**config.mk**
```make
export PLATFORM = sky130hd
export DESIGN_NAME = uart_rx_fifo
export DESIGN_NICKNAME = d
export VERILOG_FILES = /design/src/rtl/uart_rx_fifo.sv
export SDC_FILE = /design/constraint.sdc
export NUM_CORES = 1
export LEC_CHECK = 0
export ABC_AREA = 1
export CORE_UTILIZATION = 54
export CTS_CLUSTER_SIZE = 25
export DETAILED_ROUTE_END_ITERATION = 16
export PLACE_DENSITY = 0.75
export SLEW_MARGIN = 25
export SYNTH_ARGS = -nofsm -noshare
export SYNTH_HDL_FRONTEND = slang
export SYNTH_SLANG_ARGS = --single-unit
```
**constraint.sdc**
```tcl
create_clock -name clk -period 2.1 [get_ports clk]
set_clock_uncertainty 0.15 [all_clocks]
set_input_delay 0.21 -clock clk [delete_from_list [all_inputs] [get_ports clk]]
set_output_delay 0.21 -clock clk [all_outputs]
set_load 0.01 [all_outputs]
```
**src/rtl/uart_rx_fifo.sv**
```systemverilog
// Receive-side character buffer behind the UART receiver: stores {break, data}
// on each receiver valid pulse and presents entries first-word-fall-through.
module uart_rx_fifo #(
  parameter int unsigned PAYLOAD_BITS = 8,
  parameter int unsigned DEPTH        = 16,
  localparam int unsigned CW          = $clog2(DEPTH) + 1
) (
  input  logic                    clk,
  input  logic                    resetn,
  input  logic                    in_valid,
  input  logic [PAYLOAD_BITS-1:0] in_data,
  input  logic                    in_break,
  output logic                    out_valid,
  input  logic                    out_ready,
  output logic [PAYLOAD_BITS-1:0] out_data,
  output logic                    out_break,
  output logic [CW-1:0]           count,
  output logic                    full,
  output logic                    empty,
  output logic                    overflow,
  input  logic                    overflow_clr
);

  localparam int unsigned AW = $clog2(DEPTH);
  localparam int unsigned EW = PAYLOAD_BITS + 1;

  logic [EW-1:0] r_mem [DEPTH];
  logic [AW-1:0] r_wr_ptr;
  logic [AW-1:0] r_rd_ptr;
  logic [CW-1:0] r_count;
  logic          r_overflow;

  logic          w_push;
  logic          w_pop;
  logic          w_drop;
  logic [EW-1:0] w_head;

  // Status decode from the registered occupancy
  assign full     = (r_count == CW'(DEPTH));
  assign empty    = (r_count == CW'(0));
  assign count    = r_count;
  assign overflow = r_overflow;

  // A full FIFO still accepts a character when the head leaves the same cycle
  assign w_pop  = !empty && out_ready;
  assign w_push = in_valid && (!full || w_pop);
  assign w_drop = in_valid && full && !w_pop;

  // Head entry, gated to zero while nothing is stored
  assign w_head    = r_mem[r_rd_ptr];
  assign out_valid = !empty;
  assign out_data  = empty ? PAYLOAD_BITS'(0) : w_head[PAYLOAD_BITS-1:0];
  assign out_break = empty ? 1'b0 : w_head[PAYLOAD_BITS];

  // Storage array write; contents are deliberately not reset
  always_ff @(posedge clk) begin
    if (resetn && w_push) begin
      r_mem[r_wr_ptr] <= {in_break, in_data};
    end
  end

  // Pointers and occupancy
  always_ff @(posedge clk) begin
    if (!resetn) begin
      r_wr_ptr <= AW'(0);
      r_rd_ptr <= AW'(0);
      r_count  <= CW'(0);
    end else begin
      if (w_push) begin
        r_wr_ptr <= r_wr_ptr + AW'(1);
      end
      if (w_pop) begin
        r_rd_ptr <= r_rd_ptr + AW'(1);
      end
      if (w_push && !w_pop) begin
        r_count <= r_count + CW'(1);
      end else if (w_pop && !w_push) begin
        r_count <= r_count - CW'(1);
      end
    end
  end

  // Sticky overflow; a drop in the same cycle as a clear keeps it set
  always_ff @(posedge clk) begin
    if (!resetn) begin
      r_overflow <= 1'b0;
    end else if (w_drop) begin
      r_overflow <= 1'b1;
    end else if (overflow_clr) begin
      r_overflow <= 1'b0;
    end
  end

endmodule

```
==> impl_metrics.py <==
metrics = {
    "cells_and_area": {
        "area_growth_pct": 33.5,
        "fin_util_pct": 74.8,
        "final_cell_count_no_fill": 884,
        "num_antenna_cells": 0,
        "drive_above_1_share_pct": 33.4,
        "layout.nets": 727,
        "final_cell_area_um2": 9060,
    },
    "synthesis": {
        "yosysWarnings": 0,
        "synth.distinct_cells": 26,
        "ys_ff_latch": 162,
        "syn_nets": 631,
        "ys_seq_area_share_pct": 69.1,
        "synth_edf_count": 144,
        "synth-async-reset-ratio_pct": 0,
        "syn_area_um2": 6780,
        "syn_inst": 607,
        "synth.avg_cell_area_um2": 11.2,
        "synth_flop_cell": "edfxtp_1",
    },
    "global_route": {
        "antenna_found_initial": 0,
        "grt_max_degree": 29,
        "grt_pass1_wl_um": 25400,
        "grt_overflow_total": 0,
        "grt_pass1_vias": 4941,
        "grtUsageTotal_pct": 26.9,
    },
    "hold_path": {
        "whs_path_depth": 3,
        "hold_class": "primary input to flop",
    },
    "die": {
        "num_rows": 40,
        "fp.dieArea_um2": 13000,
        "core_um2": 12100,
        "dieWidth_um": 114,
        "die_y_um": 114,
        "ios": 32,
        "start_util_pct": 56.0,
    },
    "timing": {
        "max_freq_mhz": 438,
        "relSlewSlack_pct": 56.2,
        "fin_ws_ps": -185,
        "fin_setup_tns_ps": -1060,
        "finalCritPeriodShare_pct": 109,
        "worstMarginPinSlew_ps": 655,
        "maxSlewViolCount": 0,
        "grt_setup_unrepaired": "yes",
        "post-route-min-period_ps": 2290,
        "whs_ps": 272,
        "setup_viol": 9,
        "hold_viol_final": 0,
    },
    "run": {
        "max-cap-violations": 0,
    },
    "setup_path": {
        "worst_r2r_path_depth": 10,
        "path_class": "flop to output pin",
        "crit_fanout": 8,
        "r2r_setup_slack_ps": 20,
        "crit_slowest_cell": "dfxtp_4",
        "crit_cells": 9,
        "worstPathRequired_ps": 1740,
        "path_buf_inv": 3,
        "cp_cell_sequence": "buf_12, clkbuf_16, nand2_1, nand3_1, nand3_2, nand2_2, nand2_2, a21oi_4, buf_6",
        "arrival_ps": 1930,
        "cp-end-kind": "output pin",
        "crit_family": "buffers and inverters",
        "cpPeakStageDelay_ps": 420,
        "cp-start-kind": "flop",
        "crit_top_cell": "nand2_2",
    },
    "status": {
        "failed_checks": "setup timing",
        "status": "finished with violations",
    },
    "clock_network": {
        "path_clk_slew_ps": 60,
        "cts_buffers": 17,
        "cts_max_level": 4,
        "ctsRootBufferMaster": "clkbuf_16",
        "clkLatencyLatePin_ps": 420,
        "clock_path_buffers": 2,
        "cts_hold_buffers": 0,
        "cts_tree": "done",
        "cts_num_sinks": 162,
    },
    "power": {
        "max-vdd-ir-drop_mv": 0.896,
        "power.leakage_nw": 3.45,
        "p_total_mw": 10.7,
        "powerDensity_nw_per_um2": 1180,
    },
    "route": {
        "wl_per_cell_um": 19.4,
        "finalWirelength_um": 17200,
        "vias": 4987,
        "viasPerCell": 5.64,
        "antenna_left": 0,
        "drc": 0,
        "drtPass1Iterations": 5,
        "first_iter_violations": 513,
    },
    "place": {
        "hpwlAfterDp_um": 9620,
        "port_buffers": 31,
        "placed_cell_area_um2": 7670,
        "place_inst": 835,
        "pre_cts_ws_ps": -294,
        "gp_congestion": 0.843,
    },
}
## power by group
part / switching (mW) / internal (mW)
clock network: 1.21 / 1.86
registers: 0.114 / 3.63
logic: 2.13 / 1.73
total: 3.45 / 7.23
## final timing paths
check,from,to
hold reg to reg,overflow,overflow
setup reg to reg,count[2],r_mem[11][0]
setup / recovery,flop,out_data[5]
hold / removal,in_valid,overflow
## cells in the final DEF (no fill, tap or decap), types with 5 or more instances in the layout
cell and n:
clkbuf_16 20, buf_12 12, clkdlybuf4s50_1 20, nor2_1 26, nand3_2 48, edfxtp_1 144
buf_4 40, ha_1 5, a21oi_1 10, inv_1 12, xor2_1 5, nand2_2 45
clkinv_4 5, nand3_1 66, o21ai_0 5, a21oi_2 8, dfxtp_1 12, nand2_1 159
buf_6 15, buf_2 8
## cells in the mapped netlist (7+ instances only)
| cell | number | share of area, % |
|---|---|---|
| nand2_1 | 206 | 11 |
| edfxtp_1 | 144 | 64 |
| nand3_1 | 115 | 8.5 |
| nor2_1 | 27 | 1.5 |
| a21oi_1 | 21 | 1.5 |
| dfxtp_1 | 18 | 5.3 |
| inv_1 | 14 | 0.77 |
| buf_4 | 10 | 1.1 |
| ha_1 | 9 | 1.7 |
| buf_2 | 8 | 0.59 |
| buf_6 | 7 | 1.2 |
| o21ai_0 | 7 | 0.52 |
## final cells by class
class                   count  area [um2]
clock buffers              18         429
clock inverters            14         165
fillers                   751        3050
inverters                  20         103
multi-input cells         399        2330
flip-flops and latches    162        4700
well taps                 168         210
repair buffers            103        1120
## per-layer routing
layer	vias to the layer above	share of wire [%]	global-route usage, %
li1	2295	-	-
met1	2420	39	31.9
met2	212	51	46.7
met3	60	6.7	5.66
met4	0	3.3	13.3
met5	-	0	0
## what timing repair did
item,CTS,global route
setup buffers,8,5
resized for setup,76,117
pin swaps,18,81
endpoints found under the setup margin,11,14
gates cloned,4,3
## registers in the layout, indices dropped and copies added (netlist names), named ones only
| name | count |
|---|---|
| count | 5 |
| overflow | 1 |
| r_wr_ptr | 4 |
| r_rd_ptr | 4 |
| r_mem | 144 |
## worst reg2reg max path, stage by stage (launching register included)
cell	delay, ps
dfxtp_4	380
nor2_4	60
nand4_1	100
nand2_2	70
buf_4	130
buf_4	120
buf_4	150
nor2_2	140
nand2_1	120
nor2_1	180
buf_6	190
## cells by family (layout without fill, tap and decap cells)
kind of cell / after synthesis / count (layout) / synth area share [%]
buffers and inverters: 46 / 155 / 4.13
DFF: 162 / 162 / 69.1
AOI/OAI and AO/OA: 29 / 29 / 2.14
xor gates and xnor gates: 6 / 6 / 0.775
adders and majority gates: 10 / 10 / 1.96
and+or+nand+nor: 354 / 354 / 21.9
Note: power is estimated with default switching activity, not from simulation.
==> patch: new RTL, same settings <==
Set the parameter `PAYLOAD_BITS` to 12 (it was 8).
--- a/src/rtl/uart_rx_fifo.sv
+++ b/src/rtl/uart_rx_fifo.sv
@@ -1,7 +1,7 @@
 // Receive-side character buffer behind the UART receiver: stores {break, data}
 // on each receiver valid pulse and presents entries first-word-fall-through.
 module uart_rx_fifo #(
-  parameter int unsigned PAYLOAD_BITS = 8,
+  parameter int unsigned PAYLOAD_BITS = 12,
   parameter int unsigned DEPTH        = 16,
   localparam int unsigned CW          = $clog2(DEPTH) + 1
 ) (
Ports: changed (resized in_data and out_data); port bits go from 32 to 40. The function was not compared with the original's and may differ.
==> patch against the original RTL <==
First-iteration DRC count up 29%. Worst hold slack worse by 91 ps. Largest power group unchanged. Count of clock-buffer cells in the layout is 12 higher. Wire length grew 52%. Setup slack got worse by 160 ps. Maximum frequency is 6.5% lower. Design area rose by 37%. Synthesized area is 38% higher. Power is 37% higher. Core utilization down 0.31 points. Via count increased by 37%. Sequential cell count grew 64. The run still ends with setup timing left. Critical path type unchanged.
==> patch: results (changes against the original RTL) <==
Synthesis
  – Top cells by count, synth: nand2_1 (287), edfxtp_1 (208), nand3_1 (163)
  – Synth Net Count: 847 (+34%)
  – EDFF count, synth: 208 (+44%)
  – Count of different cell masters after synthesis: 23 (-12%)
  – Seq/Total Area, Yosys: 70.8% (+1.8 points)

GRT
  – Global-route usage over all layers: 28.9% (+2.0 points)
  – Global-route wire length before repair: 38.2 mm (+50%)
  – GRT met2 Usage: 50.4% (+3.7 points)
  – Vias in the first global route: 6762 (+37%)
  – Met1 usage: 36.2% (+4.3 points)
  – Met3 GRT Util: 4.15% (-1.5 points)

Layout
  – Max reg flops: 208 (+44%)
  – Filler cells: 1042 (+39%)
  – Final nets: 973 (+34%)
  – Layout cells sized above 1: 28.2% (-5.2 points)

Place
  – DP Worst Slack: -288 ps (+5.83 ps)
  – Port Buffer Count: 39 (+26%)
  – Routability cong.: 0.828 (-1.7%)
  – DP Area: 10500 um2 (+37%)
  – Placed cell count: 1108 (+33%)
  – Half-perimeter wire length after placement: 13.7 mm (+43%)

Hold path
  – Worst Hold Launch: overflow_clr
  – Hold Path Depth: 4 (+1)

Power and ir drop
  – Max VDD drop: 825 uV (-7.9%)
  – Sw frac: 32.2% (-0.068 points)
  – Leakage: 4.72 nW (+37%)

Clock tree
  – H-Tree Depth: 1 (-3)

Setup path
  – Reg-to-reg endpoint: count[4]
  – Crit path max fanout: 6 (-2)
  – Critical Path End: out_data[11]
  – Worst Reg2Reg Path Length in Cells: 14 (+4)
  – Reg-to-reg slack, setup: 70 ps (+50 ps)

Status
  – Status: finished, violations left
  – Violated checks: setup timing

Timing
  – Slack of the critical path: -344 ps (-158 ps)
  – Fin Hold WS: 180 ps (-91.3 ps)
  – # setup viols final: 13 (+4)

Route
  – DRT met1 WL: 9.58 mm (+44%)
  – Met2 WL: 13.7 mm (+56%)
  – Metal3 WL: 1.94 mm (+70%)
  – DR WL/cell: 22.2 um (+14%)
  – DRT Wirelength: 26.1 mm (+52%)
  – Avg Vias per Cell: 5.79 (+2.6%)
==> patch: area by class of cell <==
class / count / area, um2 / area share (%)
Sequential cell: 226 / 6620 / 53.2
Clock inverter: 10 / 101 / 0.815
Clock buffer: 30 / 616 / 4.95
Inverter: 20 / 110 / 0.885
Multi-Input combinational cell: 531 / 2870 / 23.1
Timing Repair Buffer: 142 / 1820 / 14.6
Tap cell: 220 / 275 / 2.21
Timing Repair inverter: 1 / 30.0 / 0.241
==> patch: kinds of logic (layout without fill, tap and decap cells) <==
kind of cell               after synthesis  count (layout)  synth area share, %
AOI/OAI and AO/OA                       33              33                 1.77
buffers and inverters                   62             203                 3.77
DFF                                    226             226                 70.8
adders and majority gates               10              10                 1.42
xor gates and xnor gates                 6               6                0.563
and+or+nand+nor                        482             482                 21.7
==> patch: timing repair <==
action,CTS,global route
hold buffers,0,0
setup buffers,16,1
pin swaps,41,51
endpoints found under the setup margin,18,169
resized for setup,131,81
gates cloned,15,5
==> patch: per-stage QoR <==
| stage | total power, mW | utilization [%] |
|---|---|---|
| 4_1_cts | 13.9 | 71.9 |
| 6_report | 14.6 | 74.5 |
| 3_3_place_gp | 9.00 | 63.1 |
| 5_1_grt | 15.2 | 74.5 |
| 2_1_floorplan | 7.32 | - |
| 3_5_place_dp | 9.07 | 63.1 |
==> patch: tightest hold or removal path, delay by kind of cell <==
family	cells	cell delay [ps]
AO/OA/AOI/OAI	1	60
buffers and inverters	2	480
AND/OR/NAND/NOR	1	40
==> patch: power groups by stage <==
stage | clock network, mW | logic [mW] | registers (mW)
finish | 3.95 | 5.50 | 5.15
global route | 4.15 | 5.84 | 5.16
CTS | 3.95 | 4.81 | 5.14
detailed placement | 0 | 3.85 | 5.23
global placement | 0 | 3.78 | 5.22
floorplan | 0 | 2.08 | 5.24
